File: config.mk
export PLATFORM = sky130hd
export DESIGN_NAME = hdmi_video_timing_gen
export DESIGN_NICKNAME = d
export VERILOG_FILES = /design/src/rtl/hdmi_video_pkg.sv /design/src/rtl/video_colour_bars.sv /design/src/rtl/hdmi_video_timing_gen.sv
export SDC_FILE = /design/constraint.sdc
export NUM_CORES = 1
export LEC_CHECK = 0
export CORE_ASPECT_RATIO = 0.5
export CORE_MARGIN = 1.5
export CORE_UTILIZATION = 40
export DETAILED_ROUTE_END_ITERATION = 10
export GPL_TIMING_DRIVEN = 1
export HOLD_SLACK_MARGIN = 0.05
export PLACE_DENSITY = 0.68
export SLEW_MARGIN = 5
export SYNTH_ARGS = -nofsm -noshare
export SYNTH_HDL_FRONTEND = slang
export SYNTH_HIERARCHICAL = 1
export SYNTH_SLANG_ARGS = --single-unit
File: constraint.sdc
create_clock -name clk -period 2.1 [get_ports clk]
set_input_delay 0.63 -clock clk [delete_from_list [all_inputs] [get_ports clk]]
set_output_delay 0.63 -clock clk [all_outputs]
set_load 0.05 [all_outputs]
File: src/rtl/hdmi_video_pkg.sv
// hdmi_video_pkg: shared types and helpers for the HDMI video timing path.
// Holds the pixel/coordinate types, the raster FSM state encoding and the
// colour-bar lookup used by the optional test pattern.
package hdmi_video_pkg;

  localparam int COORD_W = 12;

  // Raster coordinate (column or line), unsigned.
  typedef logic [COORD_W-1:0] coord_t;

  // One pixel as presented on the ADV7513 parallel bus: {R,G,B}.
  typedef struct packed {
    logic [7:0] r;
    logic [7:0] g;
    logic [7:0] b;
  } rgb_t;

  // Raster FSM: IDLE holds counters at 0, RUN scans whole frames.
  typedef enum logic {
    IDLE = 1'b0,
    RUN  = 1'b1
  } state_t;

  // Classic 8-bar pattern, left to right.
  function automatic rgb_t bar_colour(input logic [2:0] idx);
    rgb_t c;
    case (idx)
      3'd0:    c = 24'hFFFFFF; // white
      3'd1:    c = 24'hFFFF00; // yellow
      3'd2:    c = 24'h00FFFF; // cyan
      3'd3:    c = 24'h00FF00; // green
      3'd4:    c = 24'hFF00FF; // magenta
      3'd5:    c = 24'hFF0000; // red
      3'd6:    c = 24'h0000FF; // blue
      default: c = 24'h000000; // black
    endcase
    return c;
  endfunction

endpackage

File: src/rtl/video_colour_bars.sv
// video_colour_bars: maps a requested column to one of 8 vertical colour bars.
// Purely combinational. The whole module only exists when the build defines
// HDMI_TEST_PATTERN_EN; otherwise this file is intentionally empty.
`ifdef HDMI_TEST_PATTERN_EN
module video_colour_bars
  import hdmi_video_pkg::*;
#(
  parameter int H_ACTIVE = 640
) (
  input  logic [11:0] i_pix_x,
  output logic [23:0] o_rgb
);

  // Enough headroom for pix_x*8 without overflow.
  typedef logic [COORD_W+2:0] scaled_t;
  localparam scaled_t DIVISOR = scaled_t'(H_ACTIVE);

  scaled_t    w_scaled;
  logic [2:0] w_bar;

  // bar = pix_x*8/H_ACTIVE; only meaningful for active columns.
  assign w_scaled = {i_pix_x, 3'b000};
  assign w_bar    = 3'(w_scaled / DIVISOR);

  // Look up the bar colour for the selected index.
  always_comb begin
    o_rgb = bar_colour(w_bar);
  end

endmodule
`endif

File: src/rtl/hdmi_video_timing_gen.sv
// hdmi_video_timing_gen: raster timing + two-stage pixel pipeline for the
// ADV7513 parallel RGB input. Stage 1 requests pixels by (x,y) one cycle after
// the counters; stage 2 registers DE/HSYNC/VSYNC/RGB together two cycles after
// the counters so every output is mutually aligned.
// Optional feature macro: HDMI_TEST_PATTERN_EN (internal colour bars when
// pattern_sel=1). Without it pattern_sel is ignored and no bar logic exists.
module hdmi_video_timing_gen
  import hdmi_video_pkg::*;
#(
  parameter int   H_ACTIVE = 640,
  parameter int   H_FP     = 16,
  parameter int   H_SYNC   = 96,
  parameter int   H_BP     = 48,
  parameter int   V_ACTIVE = 480,
  parameter int   V_FP     = 10,
  parameter int   V_SYNC   = 2,
  parameter int   V_BP     = 33,
  parameter logic SYNC_POL = 1'b0
) (
  input  logic        clk,
  input  logic        resetn,
  input  logic        en,
  input  logic        pattern_sel,
  output logic        pix_req,
  output logic [11:0] pix_x,
  output logic [11:0] pix_y,
  input  logic [23:0] pixel_rgb,
  output logic        frame_start,
  output logic        hsync,
  output logic        vsync,
  output logic        de,
  output logic [23:0] rgb,
  output logic        running
);

  // Line/frame landmarks, all in counter units.
  localparam coord_t H_ACT_END  = coord_t'(H_ACTIVE);
  localparam coord_t H_SYNC_BEG = coord_t'(H_ACTIVE + H_FP);
  localparam coord_t H_SYNC_END = coord_t'(H_ACTIVE + H_FP + H_SYNC);
  localparam coord_t H_LAST     = coord_t'(H_ACTIVE + H_FP + H_SYNC + H_BP - 1);
  localparam coord_t V_ACT_END  = coord_t'(V_ACTIVE);
  localparam coord_t V_SYNC_BEG = coord_t'(V_ACTIVE + V_FP);
  localparam coord_t V_SYNC_END = coord_t'(V_ACTIVE + V_FP + V_SYNC);
  localparam coord_t V_LAST     = coord_t'(V_ACTIVE + V_FP + V_SYNC + V_BP - 1);

  localparam logic SYNC_IDLE = ~SYNC_POL;
  localparam rgb_t RGB_BLACK = 24'h000000;

  // Raster FSM and counters.
  state_t r_state;
  state_t w_state_next;
  coord_t r_hc;
  coord_t r_vc;
  coord_t w_hc_next;
  coord_t w_vc_next;

  // Counter decode.
  logic w_run;
  logic w_h_last;
  logic w_v_last;
  logic w_h_act;
  logic w_v_act;
  logic w_h_sync;
  logic w_v_sync;
  logic w_origin;

  // Stage 1: request stage.
  logic   r_pix_req;
  coord_t r_pix_x;
  coord_t r_pix_y;
  logic   r_frame_start;
  logic   r_s1_hsync;
  logic   r_s1_vsync;

  // Stage 2: bus stage.
  logic r_de;
  logic r_hsync;
  logic r_vsync;
  rgb_t r_rgb;
  rgb_t w_src_rgb;
  rgb_t w_rgb_next;

  assign w_run    = (r_state == RUN);
  assign w_h_last = (r_hc == H_LAST);
  assign w_v_last = (r_vc == V_LAST);
  assign w_h_act  = (r_hc < H_ACT_END);
  assign w_v_act  = (r_vc < V_ACT_END);
  assign w_h_sync = (r_hc >= H_SYNC_BEG) && (r_hc < H_SYNC_END);
  assign w_v_sync = (r_vc >= V_SYNC_BEG) && (r_vc < V_SYNC_END);
  assign w_origin = (r_hc == '0) && (r_vc == '0);

  // FSM state and raster counters register.
  always_ff @(posedge clk or negedge resetn) begin
    if (!resetn) begin
      r_state <= IDLE;
      r_hc    <= '0;
      r_vc    <= '0;
    end else begin
      r_state <= w_state_next;
      r_hc    <= w_hc_next;
      r_vc    <= w_vc_next;
    end
  end

  // Next state and counter advance; a stop request only takes effect at the
  // last pixel of the frame so frames are never truncated.
  always_comb begin
    w_state_next = r_state;
    w_hc_next    = '0;
    w_vc_next    = '0;
    case (r_state)
      IDLE: begin
        if (en) begin
          w_state_next = RUN;
        end
      end
      RUN: begin
        if (w_h_last) begin
          w_hc_next = '0;
          w_vc_next = w_v_last ? coord_t'(0) : r_vc + coord_t'(1);
        end else begin
          w_hc_next = r_hc + coord_t'(1);
          w_vc_next = r_vc;
        end
        if (w_h_last && w_v_last && !en) begin
          w_state_next = IDLE;
        end
      end
      default: begin
        w_state_next = IDLE;
      end
    endcase
  end

  // Stage 1: decode counters into pixel request, frame marker and raw syncs.
  always_ff @(posedge clk or negedge resetn) begin
    if (!resetn) begin
      r_pix_req     <= 1'b0;
      r_pix_x       <= '0;
      r_pix_y       <= '0;
      r_frame_start <= 1'b0;
      r_s1_hsync    <= SYNC_IDLE;
      r_s1_vsync    <= SYNC_IDLE;
    end else begin
      r_pix_req     <= w_run && w_h_act && w_v_act;
      r_pix_x       <= r_hc;
      r_pix_y       <= r_vc;
      r_frame_start <= w_run && w_origin;
      r_s1_hsync    <= (w_run && w_h_sync) ? SYNC_POL : SYNC_IDLE;
      r_s1_vsync    <= (w_run && w_v_sync) ? SYNC_POL : SYNC_IDLE;
    end
  end

`ifdef HDMI_TEST_PATTERN_EN
  logic [23:0] w_bar_rgb;

  video_colour_bars #(
    .H_ACTIVE(H_ACTIVE)
  ) u_colour_bars (
    .i_pix_x(r_pix_x),
    .o_rgb  (w_bar_rgb)
  );

  assign w_src_rgb = pattern_sel ? rgb_t'(w_bar_rgb) : rgb_t'(pixel_rgb);
`else
  // pattern_sel has no function in this build.
  logic w_unused_pattern_sel;
  assign w_unused_pattern_sel = pattern_sel;
  assign w_src_rgb            = rgb_t'(pixel_rgb);
`endif

  // Blank the colour bus outside the active area.
  assign w_rgb_next = r_pix_req ? w_src_rgb : RGB_BLACK;

  // Stage 2: register DE, syncs and RGB together for the transmitter.
  always_ff @(posedge clk or negedge resetn) begin
    if (!resetn) begin
      r_de    <= 1'b0;
      r_hsync <= SYNC_IDLE;
      r_vsync <= SYNC_IDLE;
      r_rgb   <= RGB_BLACK;
    end else begin
      r_de    <= r_pix_req;
      r_hsync <= r_s1_hsync;
      r_vsync <= r_s1_vsync;
      r_rgb   <= w_rgb_next;
    end
  end

  assign pix_req     = r_pix_req;
  assign pix_x       = r_pix_x;
  assign pix_y       = r_pix_y;
  assign frame_start = r_frame_start;
  assign hsync       = r_hsync;
  assign vsync       = r_vsync;
  assign de          = r_de;
  assign rgb         = r_rgb;
  assign running     = w_run;

endmodule

==> results.md, run 1 <==
- Max Cap Viol: 0
- Top_reg_cell synth: dfrtp_1
- Share of layout cells above drive strength 1: 20.2%
- Number of global-route vias before repair: 2036
- Worst-Margin Slew: 683 ps
- Final Max Tran Viols: 0
- Worst-path clk slew: 60 ps
- Post-synth ARST share: 100%
- HPWL Detailed: 4340 µm
- Root Buffer Master: clkbuf_16
- Seq cells post-synth: 80
- CP Class: reg2out
- Total track usage: 16.4%
- Top post-synthesis cells by area: dfrtp_1 (64%), and2_1 (5.2%), dfstp_2 (3.5%)
- Synth top cells by count: dfrtp_1 (76), and2_1 (25), nor2_1 (16)
- Worst hold-check path type: in2async
- Fill count: 528
- Top delay family on crit path: buffers and inverters
- TritonCTS clock tree: done
- Placed Instances: 422
- Count leader, synth: dfrtp_1
- Crit path time final: 2060 ps
- Post-DP Area: 3930 µm²
- Sum Neg Setup Slack: 0 ps
- Post-route cell area: 4290 µm²
- Worst-skew pair later-pin latency: 330 ps
- Register area share after synthesis: 67.4%
- Buf/Inv on CP: 1
- Setup bufs post-CTS: 0
- Layout area overhead: 43.9%
- First-pass GRT wire length: 10100 µm
- P_int: 2600 µW
- CP Max Fanout: 1
- Clock Skew: 6.34 ps
- Slew margin rel.: 54.5%
- Avg WL per Cell: 14.3 µm
- Syn avg cell area: 12.4 µm²
- LEAKAGE: 0.00210 µW
- First-pass DRT Iterations: 4
- Slowest stage cell, crit path: clkdlybuf4s50_1
- Max frequency: 0.485 GHz
- Worst Path Arrival: 1430 ps
- Gate power share: 6.9%
- Distinct cells, synth: 39
- Crit path capture type: output port
- Synthesized instance count: 241
- Sw Share: 20.9%
- # DRC: 0
- IO Port Bufs: 80
- Clock power frac: 45.4%
- Boundary Pins: 82
- Initial antenna violation count: 0
- Fin cells: 439
- Final-report hold violation count: 0
- Maximum clock path buffer count: 2
- Sink Count: 80
- Die W: 125 µm
- Antenna diodes: 0
- Die Area: 8010 µm²
- Psw: 689 µW
- Pwr per Cell Area: 768 nW/µm²
- DIE HEIGHT: 64.0 µm
- CP Cell Sequence: clkdlybuf4s50_1
- Pin count of the biggest net entering global routing: 37
- GP Congestion: 0.916
- RSZ-0062 raised after global routing: no
- VDD IR max: 0.369 mV
- # H-tree levels: 3
- Gr ovfl total: 0
- Mapped Nets: 273
- Status: finished, final reports clean
- Total detailed-routing wirelength: 6290 µm
- Data required time of the critical path: 1470 ps
- Post-layout nets: 374
- Core Region: 6940 µm²
- Setup-failing EPs final: 0
- CTS Buf Count: 9
- Core Rows: 21
- Area leader, netlist: dfrtp_1
- DR vias/cell: 4.97
- CP startpoint kind: flip-flop
- Synthesized area: 2980 µm²
- DR iter-0 viols: 105
- Yosys Warn Count: 6
- Starting density of the core: 42.9%
- EDFF count, synth: 0
- Fin crit share: 98.3%
- Synth top area share: 63.8%
- Vias: 2184
- Register share of total power: 47.7%
- Slowest Stage Delay on Critical Path: 790 ps
- DRT antenna net count: 0
## final timing paths
kind	startpoint	to	slack, ps	cells past startpoint
setup / recovery	rgb[21]$_DFF_PN0_	rgb[21]	40	1
hold / removal	resetn	r_vc[5]$_DFFE_PN0P_	250	1
hold reg to reg	r_s1_vsync$_DFF_PN1_	vsync$_DFF_PN1_	350	0
setup reg to reg	r_hc[7]$_DFF_PN0_	r_vc[5]$_DFFE_PN0P_	140	4
max in group asynchronous	resetn	rgb[10]$_DFF_PN0_	1220	2
min in group clk	r_s1_vsync$_DFF_PN1_	vsync$_DFF_PN1_	350	0
## power groups by stage
stage	logic, µW	registers, µW	clock network (µW)
after floorplan	15.8	1690	0
final	227	1570	1500
after global routing	241	1570	1610
after CTS	233	1570	1540
after detailed placement	234	1600	0
after global placement	231	1600	0
## worst register-to-register path: stages, from the launching register on
cell	delay (ps)
dfrtp_1	380
or4b_4	590
o41a_1	430
a31o_1	220
a22o_1	220
## placed cells by master, fill, tap and decap left out, drive strengths merged, types with 2 or more instances in the layout
cell type       n
a21oi           3
a22o            5
and2           25
and3            2
buf            46
clkbuf         12
clkdlybuf4s50  28
clkinv          3
dfrtp          76
dfstp           4
dlygate4sd2     4
dlymetal6s2s   17
ha              4
inv            12
nand2          11
nand3           7
nand3b          2
nand4           9
nor2           17
nor2b           2
nor3           12
nor4            3
nor4b           2
o21ai           9
o22ai           3
o41a            2
o41ai           2
or2             2
or3             3
xnor2           5
xor2            4
## metrics by stage
step                setup slack, ps  util [%]  hold slack, ps  power (µW)
finish                         36.7      61.8             252        3290
global route                   7.25      61.8             272        3420
CTS                            2.28      60.8             251        3340
detailed placement              104      56.7             347        1830
global placement                108      56.7             346        1830
floorplan                       161         -             334        1700
## flip-flops by register name, indices dropped and copies added (netlist names), 12 cells and up
register	flops
pix_x	12
pix_y	12
r_hc	12
r_vc	12
rgb	24
## timing repair
item,4_1_cts,5_1_grt
setup endpoints to repair,4,19
gates resized for setup,4,19
hold endpoints to repair,0,0
cloned,0,1
hold buffers,0,0
## logic make-up (layout without fill, tap and decap cells)
kind of cell / after synthesis / in the layout / share of synthesized area, %
AO/OA/AOI/OAI: 28 / 29 / 6.80
XOR/XNOR: 9 / 9 / 2.65
adder cells (fa/ha/maj): 4 / 4 / 1.68
buffers and inverters: 18 / 123 / 2.35
flip-flops: 80 / 80 / 67.4
AND/OR/NAND/NOR: 102 / 102 / 19.2
## metal layers
metal / vias to the layer above / track usage [%] / wire (µm)
met5: - / 0 / 0
li1: 1045 / - / -
met2: 74 / 24.5 / 2870
met3: 11 / 4.86 / 388
met4: 0 / 7.67 / 125
met1: 1054 / 22.1 / 2900
## layout make-up
type                       count  area [µm²]  area share, %
timing repair buffer          95         898           21.0
inverter                      12        45.0           1.05
tap                           92         115           2.69
sequential                    80        2010           46.8
multi-input combinational    144         930           21.7
clock inverter                 4        45.0           1.05
clock buffer                  12         246           5.75
Power figures use the tool's default switching activity.
==> run 2: changes to the inputs <==
--- a/config.mk
+++ b/config.mk
@@ -5,13 +5,14 @@
 export SDC_FILE = /design/constraint.sdc
 export NUM_CORES = 1
 export LEC_CHECK = 0
+export ABC_AREA = 1
 export CORE_ASPECT_RATIO = 0.5
 export CORE_MARGIN = 1.5
 export CORE_UTILIZATION = 40
 export DETAILED_ROUTE_END_ITERATION = 10
 export GPL_TIMING_DRIVEN = 1
 export HOLD_SLACK_MARGIN = 0.05
-export PLACE_DENSITY = 0.68
+export PLACE_DENSITY_LB_ADDON = 0.1
 export SLEW_MARGIN = 5
 export SYNTH_ARGS = -nofsm -noshare
 export SYNTH_HDL_FRONTEND = slang
==> run 2 against run 1 <==
  * Clock power grew 9%
  * Register-to-register slack improved by 360 ps
  * Setup slack improved by 230 ps
  * Design area up 1.7%
  * Combinational power barely moved
  * Count of clock-buffer cells in the layout increased by 1
  * Critical path type unchanged
  * Critical endpoint is now rgb[14]
==> results.md, run 2 <==
- Top delay family on crit path: buffers and inverters (unchanged)
- M2 GR Usage: 26.4% (was 24.5%)
- Core Region: 7490 µm² (was 6940 µm²)
- Gate power share: 6.6% (was 6.9%)
- Fill count: 653 (was 528)
- Max frequency: 0.547 GHz (was 0.485 GHz)
- Initial antenna violation count: 0 (unchanged)
- Distinct cells, synth: 22 (was 39)
- Count leader, synth: nand2_1 (was dfrtp_1)
- CP Class: reg2out (unchanged)
- Seq cells post-synth: 80 (unchanged)
- Die W: 129 µm (was 125 µm)
- Setup bufs post-CTS: 0 (unchanged)
- Vias: 2384 (was 2184)
- Share of layout cells above drive strength 1: 13.5% (was 20.2%)
- Top_reg_cell synth: dfrtp_1 (unchanged)
- DIE HEIGHT: 65.9 µm (was 64.0 µm)
- Synthesized instance count: 337 (was 241)
- LEAKAGE: 0.00242 µW (was 0.00210 µW)
- Slowest Stage Delay on Critical Path: 540 ps (was 790 ps)
- Top post-synthesis cells by area: dfrtp_1 (60%), nand2_1 (11%), inv_1 (7.1%) (was dfrtp_1 (64%), and2_1 (5.2%), dfstp_2 (3.5%))
- Data required time of the critical path: 1470 ps (about the same)
- Max Cap Viol: 0 (unchanged)
- Worst hold slack: 302 ps (was 252 ps)
- Sum Neg Setup Slack: 0 ps (unchanged)
- Root Buffer Master: clkbuf_16 (unchanged)
- Layout area overhead: 38.0% (was 43.9%)
- Clock power frac: 47.6% (was 45.4%)
- Syn avg cell area: 9.38 µm² (was 12.4 µm²)
- Crit path time final: 1830 ps (was 2060 ps)
- # DRC: 0 (unchanged)
- Fin crit share: 87.1% (was 98.3%)
- Pwr per Cell Area: 786 nW/µm² (was 768 nW/µm²)
- CTS Hold Bufs: 0 (unchanged)
- Worst hold-check path type: in2async (unchanged)
- DRT antenna net count: 0 (unchanged)
- DR vias/cell: 4.43 (was 4.97)
- Register share of total power: 45.8% (was 47.7%)
- Post-synth ARST share: 100% (unchanged)
- Clock Skew: 4.05 ps (was 6.34 ps)
- First-pass GRT wire length: 10600 µm (was 10100 µm)
- Worst-path clk slew: 50 ps (was 60 ps)
- TritonCTS clock tree: done (unchanged)
- Pin count of the biggest net entering global routing: 81 (was 37)
- Leading cell types in the layout, fill and taps excluded: nand2_1 (92), dfrtp_1 (76), inv_1 (60) (was dfrtp_1 (76), buf_4 (44), clkdlybuf4s50_1 (28))
- CP Cell Sequence: dlygate4sd2_1 (was clkdlybuf4s50_1)
- Worst Path Arrival: 1200 ps (was 1430 ps)
- Number of global-route vias before repair: 2305 (was 2036)
- Gr ovfl total: 0 (unchanged)
- CP Max Fanout: 1 (unchanged)
- Crit path capture type: output port (unchanged)
- CP startpoint kind: flip-flop (unchanged)
- Busiest layer in global routing: met2 (unchanged)
- Sink Count: 80 (unchanged)
- Synth top area share: 60.2% (was 63.8%)
- Final Max Tran Viols: 0 (unchanged)
- RSZ-0062 raised after global routing: no (unchanged)
- Post-layout nets: 457 (was 374)
- Sw Share: 20.7% (was 20.9%)
- Antenna diodes: 0 (unchanged)
- Synth top cells by count: nand2_1 (92), dfrtp_1 (76), inv_1 (60) (was dfrtp_1 (76), and2_1 (25), nor2_1 (16))
- Final-report hold violation count: 0 (unchanged)
- Starting density of the core: 42.2% (was 42.9%)
- P_int: 2720 µW (was 2600 µW)
- Buf/Inv on CP: 1 (unchanged)
- Final worst slack: 271 ps (was 36.7 ps)
- Mapped Nets: 369 (was 273)
- Yosys Warn Count: 6 (unchanged)
- Area leader, netlist: dfrtp_1 (unchanged)
- Max FFs per register: 24 (unchanged)
- Boundary Pins: 82 (unchanged)
- Avg WL per Cell: 12.2 µm (was 14.3 µm)
- IO Port Bufs: 80 (unchanged)
- Worst-skew pair later-pin latency: 340 ps (was 330 ps)
- Slowest stage cell, crit path: dlygate4sd2_1 (was clkdlybuf4s50_1)
- GP Congestion: 0.870 (was 0.916)
- Met3 usage: 7.04% (was 4.86%)
- EDFF count, synth: 0 (unchanged)
- Status: finished, final reports clean (unchanged)
- VDD IR max: 0.412 mV (was 0.369 mV)
- Core Rows: 22 (was 21)
- Routing usage on met1: 20.9% (was 22.1%)
- HPWL Detailed: 4520 µm (was 4340 µm)
- Worst-Margin Slew: 516 ps (was 683 ps)
- DR iter-0 viols: 95 (was 105)
- Total detailed-routing wirelength: 6560 µm (was 6290 µm)
- Dpl ws: 349 ps (was 104 ps)
- CTS Buf Count: 9 (unchanged)
- # H-tree levels: 3 (unchanged)
- First-pass DRT Iterations: 5 (was 4)
- Synthesized area: 3160 µm² (was 2980 µm²)
- Psw: 710 µW (was 689 µW)
- Maximum clock path buffer count: 2 (unchanged)
- Setup-failing EPs final: 0 (unchanged)
- Die Area: 8480 µm² (was 8010 µm²)
- Slew margin rel.: 65.6% (was 54.5%)
- Register area share after synthesis: 63.5% (was 67.4%)
- Total track usage: 17.1% (was 16.4%)
- Most common cell after layout, fill and taps aside: nand2_1 (was dfrtp_1)
run 2: cell count changes after synthesis, moves of 4 or more:
cell,previous run,this run
o21ai_0,9,5
nor3_1,12,8
and2_1,25,0
xnor2_1,5,1
inv_1,12,60
a22o_1,5,0
nand3_1,7,20
nor2_1,16,34
nand2_1,11,92
run 2: area by class of cell:
type                       instances  area, µm²  area share, %
clock buffer                      13        250           5.74
clock inverter                     3       65.1           1.49
inverter                          61        231           5.31
multi-input combinational        190        882           20.2
sequential                        80       2010           46.0
tap                              108        135           3.10
timing repair buffer              83        790           18.1
run 2: worst paths after layout:
check / start / to / slack (ps) / depth (start not counted)
min in group clk: r_s1_hsync$_DFF_PN1_ / hsync$_DFF_PN1_ / 350 / 0
worst max register to register: r_hc[0]$_DFF_PN0_ / r_hc[4]$_DFF_PN0_ / 500 / 8
max in group asynchronous: resetn / vsync$_DFF_PN1_ / 1430 / 2
worst max-delay path: rgb[14]$_DFF_PN0_ / rgb[14] / 270 / 1
worst min-delay path: resetn / pix_y[0]$_DFF_PN0_ / 300 / 2
worst min register to register: r_s1_hsync$_DFF_PN1_ / hsync$_DFF_PN1_ / 350 / 0
run 2: logic make-up after synthesis:
family,synth area share [%]
compound gates,1.27
xor+xnor,2.22
fa+ha+maj,1.58
buf+inv,8.59
flops,63.5
simple gates,22.8
run 2: repair_timing:
item                                    CTS  global route
endpoints found under the setup margin   13            10
pin swaps                                 0             0
resized for setup                        13            10
gates cloned                              0             0
run 2: stage by stage:
stage               std cells  cell area, µm²  util (%)  total power (µW)
global route              538            4360      58.2              3560
detailed placement        522            4040      53.9              1840
floorplan                 337            3160         -              1700
finish                    538            4360      58.2              3430
CTS                       538            4340      57.9              3480
global placement          522            4040      53.9              1830
run 2: layer usage:
| metal | wire length, µm | up-vias | share of wire [%] |
|---|---|---|---|
| li1 | - | 1194 | - |
| met2 | 2790 | 85 | 43 |
| met5 | 0 | - | 0 |
| met4 | 129 | 0 | 2.0 |
| met1 | 3080 | 1093 | 47 |
| met3 | 555 | 12 | 8.5 |
run 2: power groups by stage:
| stage | sequential [µW] | combinational, µW | clock [µW] |
|---|---|---|---|
| after floorplan | 1690 | 16.7 | 0 |
| after global placement | 1600 | 234 | 0 |
| after detailed placement | 1600 | 237 | 0 |
| after CTS | 1570 | 230 | 1680 |
| after global routing | 1570 | 242 | 1750 |
| final | 1570 | 225 | 1630 |
